`src/rtl/cpu_types_pkg.sv`:
```
// Shared CPU datapath types: machine word, register selector and writeback entry.
// Latency: n/a (types only).
// Backpressure: n/a (types only).
package cpu_types_pkg;

   typedef logic [31:0] word_t;
   typedef logic [4:0]  regbits_t;

   // Register 0 is hardwired zero; writes to it are dropped and it never forwards.
   localparam regbits_t REG_ZERO = 5'd0;

   typedef struct packed {
      regbits_t wsel;
      word_t    wdat;
   } wb_entry_t;

endpackage

```
`src/rtl/wb_fwd_lookup.sv`:
```
// Youngest-match search over the queued writebacks for one operand read port.
// Latency: combinational.
// Backpressure: none; pure lookup.
// Ports: ents/vld  - queue contents in age order, index 0 = oldest (head)
//        rsel      - operand register select
//        hit/fwd   - match flag and data of the youngest matching entry (0 if none)
module wb_fwd_lookup
   import cpu_types_pkg::*;
#(
   parameter int DEPTH = 4
) (
   input  wb_entry_t [DEPTH-1:0] ents,
   input  logic      [DEPTH-1:0] vld,
   input  regbits_t              rsel,
   output logic                  hit,
   output word_t                 fwd
);

   // Scanning oldest to youngest and letting later matches overwrite
   // earlier ones leaves the youngest match in fwd.
   always_comb begin
      hit = 1'b0;
      fwd = '0;
      if (rsel != REG_ZERO) begin
         for (int i = 0; i < DEPTH; i++) begin
            if (vld[i] && (ents[i].wsel == rsel)) begin
               hit = 1'b1;
               fwd = ents[i].wdat;
            end
         end
      end
   end

endmodule

```
`src/rtl/wb_queue.sv`:
```
// Writeback queue merging mem- and ex-stage results into one register-file write port, with operand forwarding.
// Latency: one cycle from accepted request to rf write; head drains one entry per cycle.
// Backpressure: mem_ready while any slot is free; ex_ready needs two free slots, or one when mem is idle.
// Ports: mem_* / ex_*  - valid/ready writeback requests (mem is older, takes priority)
//        rf_*          - register-file write port, driven from the queue head
//        rsel*/hit*/fwd* - operand lookup against pending writes
//        empty         - no entries queued
module wb_queue
   import cpu_types_pkg::*;
#(
   parameter int DEPTH = 4
) (
   input  logic     CLK,
   input  logic     nRST,
   input  logic     mem_valid,
   output logic     mem_ready,
   input  regbits_t mem_wsel,
   input  word_t    mem_wdat,
   input  logic     ex_valid,
   output logic     ex_ready,
   input  regbits_t ex_wsel,
   input  word_t    ex_wdat,
   output logic     rf_WEN,
   output regbits_t rf_wsel,
   output word_t    rf_wdat,
   input  regbits_t rsel1,
   input  regbits_t rsel2,
   output logic     hit1,
   output logic     hit2,
   output word_t    fwd1,
   output word_t    fwd2,
   output logic     empty
);

   localparam int PTR_W = $clog2(DEPTH);
   localparam int CNT_W = PTR_W + 1;

   wb_entry_t [DEPTH-1:0] entries_q, entries_d;
   logic [PTR_W-1:0]      head_q, head_d;
   logic [PTR_W-1:0]      tail_q, tail_d;
   logic [CNT_W-1:0]      count_q, count_d;

   logic [CNT_W-1:0]      free;
   logic                  pop;
   logic                  mem_push;
   logic                  ex_push;
   logic [PTR_W-1:0]      wr_ptr;

   wb_entry_t [DEPTH-1:0] ord_ents;
   logic      [DEPTH-1:0] ord_vld;

   // Readiness ignores the same-cycle pop so ready never depends on the drain path.
   assign free      = CNT_W'(DEPTH) - count_q;
   assign mem_ready = (free != '0);
   assign ex_ready  = (free >= CNT_W'(2)) || ((free == CNT_W'(1)) && !mem_valid);

   // Accepted requests to r0 complete the handshake but are dropped.
   assign mem_push  = mem_valid && mem_ready && (mem_wsel != REG_ZERO);
   assign ex_push   = ex_valid  && ex_ready  && (ex_wsel  != REG_ZERO);
   assign pop       = (count_q != '0);
   assign empty     = (count_q == '0);

   assign rf_WEN    = pop;
   assign rf_wsel   = pop ? entries_q[head_q].wsel : REG_ZERO;
   assign rf_wdat   = pop ? entries_q[head_q].wdat : '0;

   always_comb begin
      entries_d = entries_q;
      head_d    = head_q;
      wr_ptr    = tail_q;
      if (pop) begin
         head_d = head_q + PTR_W'(1);
      end
      // mem is the older instruction, so it lands ahead of ex.
      if (mem_push) begin
         entries_d[wr_ptr] = '{wsel: mem_wsel, wdat: mem_wdat};
         wr_ptr            = wr_ptr + PTR_W'(1);
      end
      if (ex_push) begin
         entries_d[wr_ptr] = '{wsel: ex_wsel, wdat: ex_wdat};
         wr_ptr            = wr_ptr + PTR_W'(1);
      end
      tail_d  = wr_ptr;
      count_d = count_q + CNT_W'(mem_push) + CNT_W'(ex_push) - CNT_W'(pop);
   end

   always_ff @(posedge CLK or negedge nRST) begin
      if (!nRST) begin
         entries_q <= '0;
         head_q    <= '0;
         tail_q    <= '0;
         count_q   <= '0;
      end else begin
         entries_q <= entries_d;
         head_q    <= head_d;
         tail_q    <= tail_d;
         count_q   <= count_d;
      end
   end

   // Age-ordered view for the lookups; the head being popped this cycle
   // is still valid so a reader racing the rf write still sees it.
   always_comb begin
      for (int i = 0; i < DEPTH; i++) begin
         ord_ents[i] = entries_q[head_q + PTR_W'(i)];
         ord_vld[i]  = (CNT_W'(i) < count_q);
      end
   end

   wb_fwd_lookup #(.DEPTH(DEPTH)) u_lookup1 (
      .ents (ord_ents),
      .vld  (ord_vld),
      .rsel (rsel1),
      .hit  (hit1),
      .fwd  (fwd1)
   );

   wb_fwd_lookup #(.DEPTH(DEPTH)) u_lookup2 (
      .ents (ord_ents),
      .vld  (ord_vld),
      .rsel (rsel2),
      .hit  (hit2),
      .fwd  (fwd2)
   );

endmodule

```
`config.mk`:
```
export PLATFORM = sky130hd
export DESIGN_NAME = wb_queue
export DESIGN_NICKNAME = d
export VERILOG_FILES = /design/src/rtl/cpu_types_pkg.sv /design/src/rtl/wb_fwd_lookup.sv /design/src/rtl/wb_queue.sv
export SDC_FILE = /design/constraint.sdc
export NUM_CORES = 1
export LEC_CHECK = 0
export ABC_AREA = 0
export BUFFER_PORTS_ARGS = -buffer_cell sky130_fd_sc_hd__buf_2
export CORE_UTILIZATION = 44
export CTS_CLUSTER_DIAMETER = 120
export DETAILED_ROUTE_END_ITERATION = 8
export PLACE_DENSITY = 0.72
export RECOVER_POWER = 50
export REMOVE_ABC_BUFFERS = 1
export SLEW_MARGIN = 40
export SYNTH_ARGS = -nofsm -noshare
export SYNTH_HDL_FRONTEND = slang
export SYNTH_SLANG_ARGS = --single-unit
```
`constraint.sdc`:
```
create_clock -name CLK -period 3.4 [get_ports CLK]
set_input_delay 0.34 -clock CLK [delete_from_list [all_inputs] [get_ports CLK]]
set_output_delay 0.34 -clock CLK [all_outputs]
set_load 0.005 [all_outputs]
```
==> flow_metrics.py <==
metrics = {
    "status": {
        "status": "complete, but fails checks",
        "failed_checks": "capacitance limit, setup timing",
    },
    "worst_setup_path": {
        "crit_chain": "buf_6 > mux4_2 > xnor2_2 > nand4_4 > or2_4 > buf_12 > clkbuf_16 > a211oi_2 > o211ai_1 > a31oi_1 > buf_2",
        "cp-end-kind": "primary output",
        "crit_type": "reg -> out",
        "worstPathMaxFanout": 8,
        "worstPathArrival_ns": 3.50,
        "slowest_stage": "mux4_2",
        "start_kind": "register",
        "required_ns": 3.06,
        "slowest_delay_ns": 0.54,
    },
    "floorplan": {
        "core_sq_um": 33500,
        "initial_utilization_pct": 44.6,
        "num_io_pins": 195,
        "die_w_microns": 186,
        "rows": 67,
        "die-area_sq_um": 34800,
        "die_h_microns": 186,
    },
    "placed_design": {
        "portBuffers": 194,
        "dp_cells": 2505,
        "placed_cell_area_sq_um": 16700,
        "hpwl_microns": 35500,
        "routabilityCongestion": 0.942,
    },
    "drt": {
        "wl_met3_microns": 6360,
        "drt_first_pass_iters": 7,
        "met2_length_microns": 26300,
        "m1WireLength_microns": 22900,
        "totalWireLength_microns": 59400,
        "post-route-drc-count": 0,
        "via_count": 16900,
        "top_layer": "met5",
        "wl_per_cell_microns": 22.8,
        "drtIter0Drc": 2211,
        "drtAntennaViolNets": 0,
        "vias_per_cell": 6.49,
    },
    "synth": {
        "yosysTopAreaCellShare_pct": 25.9,
        "ys_seq_area_share_pct": 25.9,
        "ys_seq_elements": 155,
        "syn_area_sq_um": 15000,
        "synth_ff_type": "dfrtp_1",
        "yosys-top-cells-count": "315 x nor2_1, 235 x mux2i_1, 182 x o21ai_0",
        "ys_warn_count": 0,
        "yosysTopAreaCell": "dfrtp_1",
        "ys_async_sr_fraction_pct": 100,
        "synth-edff-count": 0,
        "netlist_top_cells_area": "dfrtp_1 26%, mux2i_1 16%, nor2_1 7.9%, o21ai_0 6.1%, a211oi_1 5.6%",
        "yosysMostFrequentCell": "nor2_1",
        "syn_area_per_cell_sq_um": 7.56,
        "synthCells": 1981,
        "synth_cell_types": 43,
    },
    "layout": {
        "multi_input_area_sq_um": 11000,
        "layout-drive-gt1-share_pct": 27.8,
        "stdcell_area_sq_um": 19100,
        "nNetsFinal": 2245,
        "fin_cells": 2603,
        "final.fill_count": 2907,
        "regArea_sq_um": 3890,
        "area_growth_pct": 27.9,
    },
    "sta": {
        "grt_setup_unrepaired": "yes",
        "fin_crit_sh_pct": 113,
        "final-hold-violation-count": 0,
        "maxSlewViolCount": 0,
        "finalClockSkew_ns": 0.00899,
        "worst_pin_slew_ns": 1.50,
        "fmax_mhz": 260,
        "relSlewSlack_pct": 0.0598,
        "hold_ws_ns": 0.130,
        "period_needed_ns": 3.84,
        "setup_ws_ns": -0.444,
        "setup_viol": 65,
    },
    "pwr": {
        "switching_share_pct": 52.2,
        "p_sw_mw": 11.8,
        "power.density_nw_per_um2": 1180,
        "vdd_ir_drop_max_mv": 0.520,
        "combPwrFrac_pct": 73.9,
        "power_frac_clock_pct": 8.7,
        "leakage_nw": 8.46,
        "p_int_mw": 10.8,
        "seqPwrFrac_pct": 17.4,
    },
    "global_routing": {
        "grt_max_degree": 90,
        "grt_pass1_vias": 15800,
        "grt_overflow": 0,
        "grt_first_pass_wirelength_microns": 87700,
        "antenna_found_initial": 4,
        "grt_usage_pct": 31.8,
    },
    "run": {
        "cap_violations": 1,
    },
    "clocking": {
        "cts_root_buf": "clkbuf_16",
        "clk_pin_slew_ns": 0.07,
        "clock-sinks": 155,
        "clock_latency_ns": 0.46,
        "cts_tree": "yes",
        "cts_made_buffers": 17,
        "cts.path.max_buffers": 2,
        "htree_num_levels": 4,
    },
    "worst_hold_path": {
        "worstHoldPathType": "in -> reg",
    },
}
## placed cells by master, fill, tap and decap left out, types with 5 or more instances in the layout
master	Yosys	final
nor2_1	315	310
mux2i_1	235	235
buf_2	37	188
o21ai_0	182	182
nand2_1	174	165
dfrtp_1	155	153
a21oi_1	121	93
nor3_1	91	85
a211oi_2	0	71
inv_1	65	64
buf_4	5	55
o211ai_1	51	51
a211oi_1	111	40
mux2_2	38	38
nor4_1	54	38
buf_12	0	34
xnor2_1	42	31
buf_6	6	31
and2_1	32	28
a21oi_2	0	26
clkbuf_16	0	25
mux4_2	20	20
ha_1	17	16
nor4_2	0	10
xnor2_2	0	10
nand2_2	0	9
or3_1	10	9
nand2b_1	9	8
nand3_1	9	8
clkinv_4	0	7
nand4_1	6	6
or4_1	7	6
o211a_1	6	6
nor4_4	0	6
buf_8	0	6
a31oi_2	0	5
## stage by stage
| stage | TNS [ns] | utilization, % | total power, mW | setup slack, ns |
|---|---|---|---|---|
| CTS | -15.03 | 53.6 | 20.7 | -0.297 |
| floorplan | -505.12 | - | 12.4 | -7.00 |
| detailed placement | -0.108 | 49.8 | 17.9 | -0.0891 |
| global route | -27.59 | 57.1 | 23.9 | -0.544 |
| global placement | -0.0419 | 49.8 | 17.5 | -0.0419 |
| finish | -20.31 | 57.1 | 22.6 | -0.444 |
## kinds of logic (layout without fill, tap and decap cells)
family	after synthesis	in the layout	synth area share (%)
AOI/OAI and AO/OA	494	494	19.9
DFF	155	155	25.9
other	0	3	0
adders and majority gates	18	18	1.55
and+or+nand+nor	716	716	21.1
buffers and inverters	258	429	7.21
xor gates and xnor gates	47	47	2.75
muxes	293	293	21.6
## flip-flops by register name (all words and copies together) (netlist names)
register,count
head_q,2
tail_q,2
entries_q,148
count_q,3
## cell type report
cell class	count	share of cell area, %
multi-input combinational	1568	57.6
timing repair buffer	332	14.8
sequential	155	20.3
clock buffer	19	2.31
inverter	65	1.29
clock inverter	13	0.765
tap	448	2.93
antenna	3	0.0392
## routing by layer
metal | up-vias | track usage [%]
met5 | - | 0
met4 | 2 | 18.6
met3 | 336 | 6.90
met2 | 1190 | 49.2
met1 | 7980 | 40.9
li1 | 7381 | -
## final timing paths
path,start,endpoint,slack (ns),depth (start not counted)
max,head_q[0],fwd2[2],-0.44,11
min,ex_wdat[0],entries_q[111],0.13,3
max reg2reg,count_q[1],count_q[2],0.35,12
min reg2reg,count_q[0],count_q[0],0.55,1
max in group asynchronous,nRST,entries_q[57],0.72,3
min in group asynchronous,nRST,entries_q[9],0.80,2
## critical path, delay by kind of cell, from the launching register on
family          cells  cell delay [ns]
flops               1             0.47
xor+xnor            1             0.19
mux                 1             0.54
buf+inv             4             0.62
compound gates      3             0.62
simple gates        2             0.59
## what timing repair did
action	4_1_cts	5_1_grt
pin swaps	62	115
resized for setup	89	142
setup buffers	25	23
hold buffers	1	0
cloned	2	14
setup endpoints to repair	77	68
endpoints found under the hold margin	53	0
## power groups by stage
stage	Clock, mW	Combinational [mW]	Sequential [mW]
2_1_floorplan	0	8.44	3.93
3_3_place_gp	0	13.7	3.81
3_5_place_dp	0	14.0	3.88
4_1_cts	1.99	14.9	3.84
5_1_grt	2.05	17.8	4.04
6_report	1.97	16.7	3.93
No activity file was read; power rests on OpenSTA's default activity.
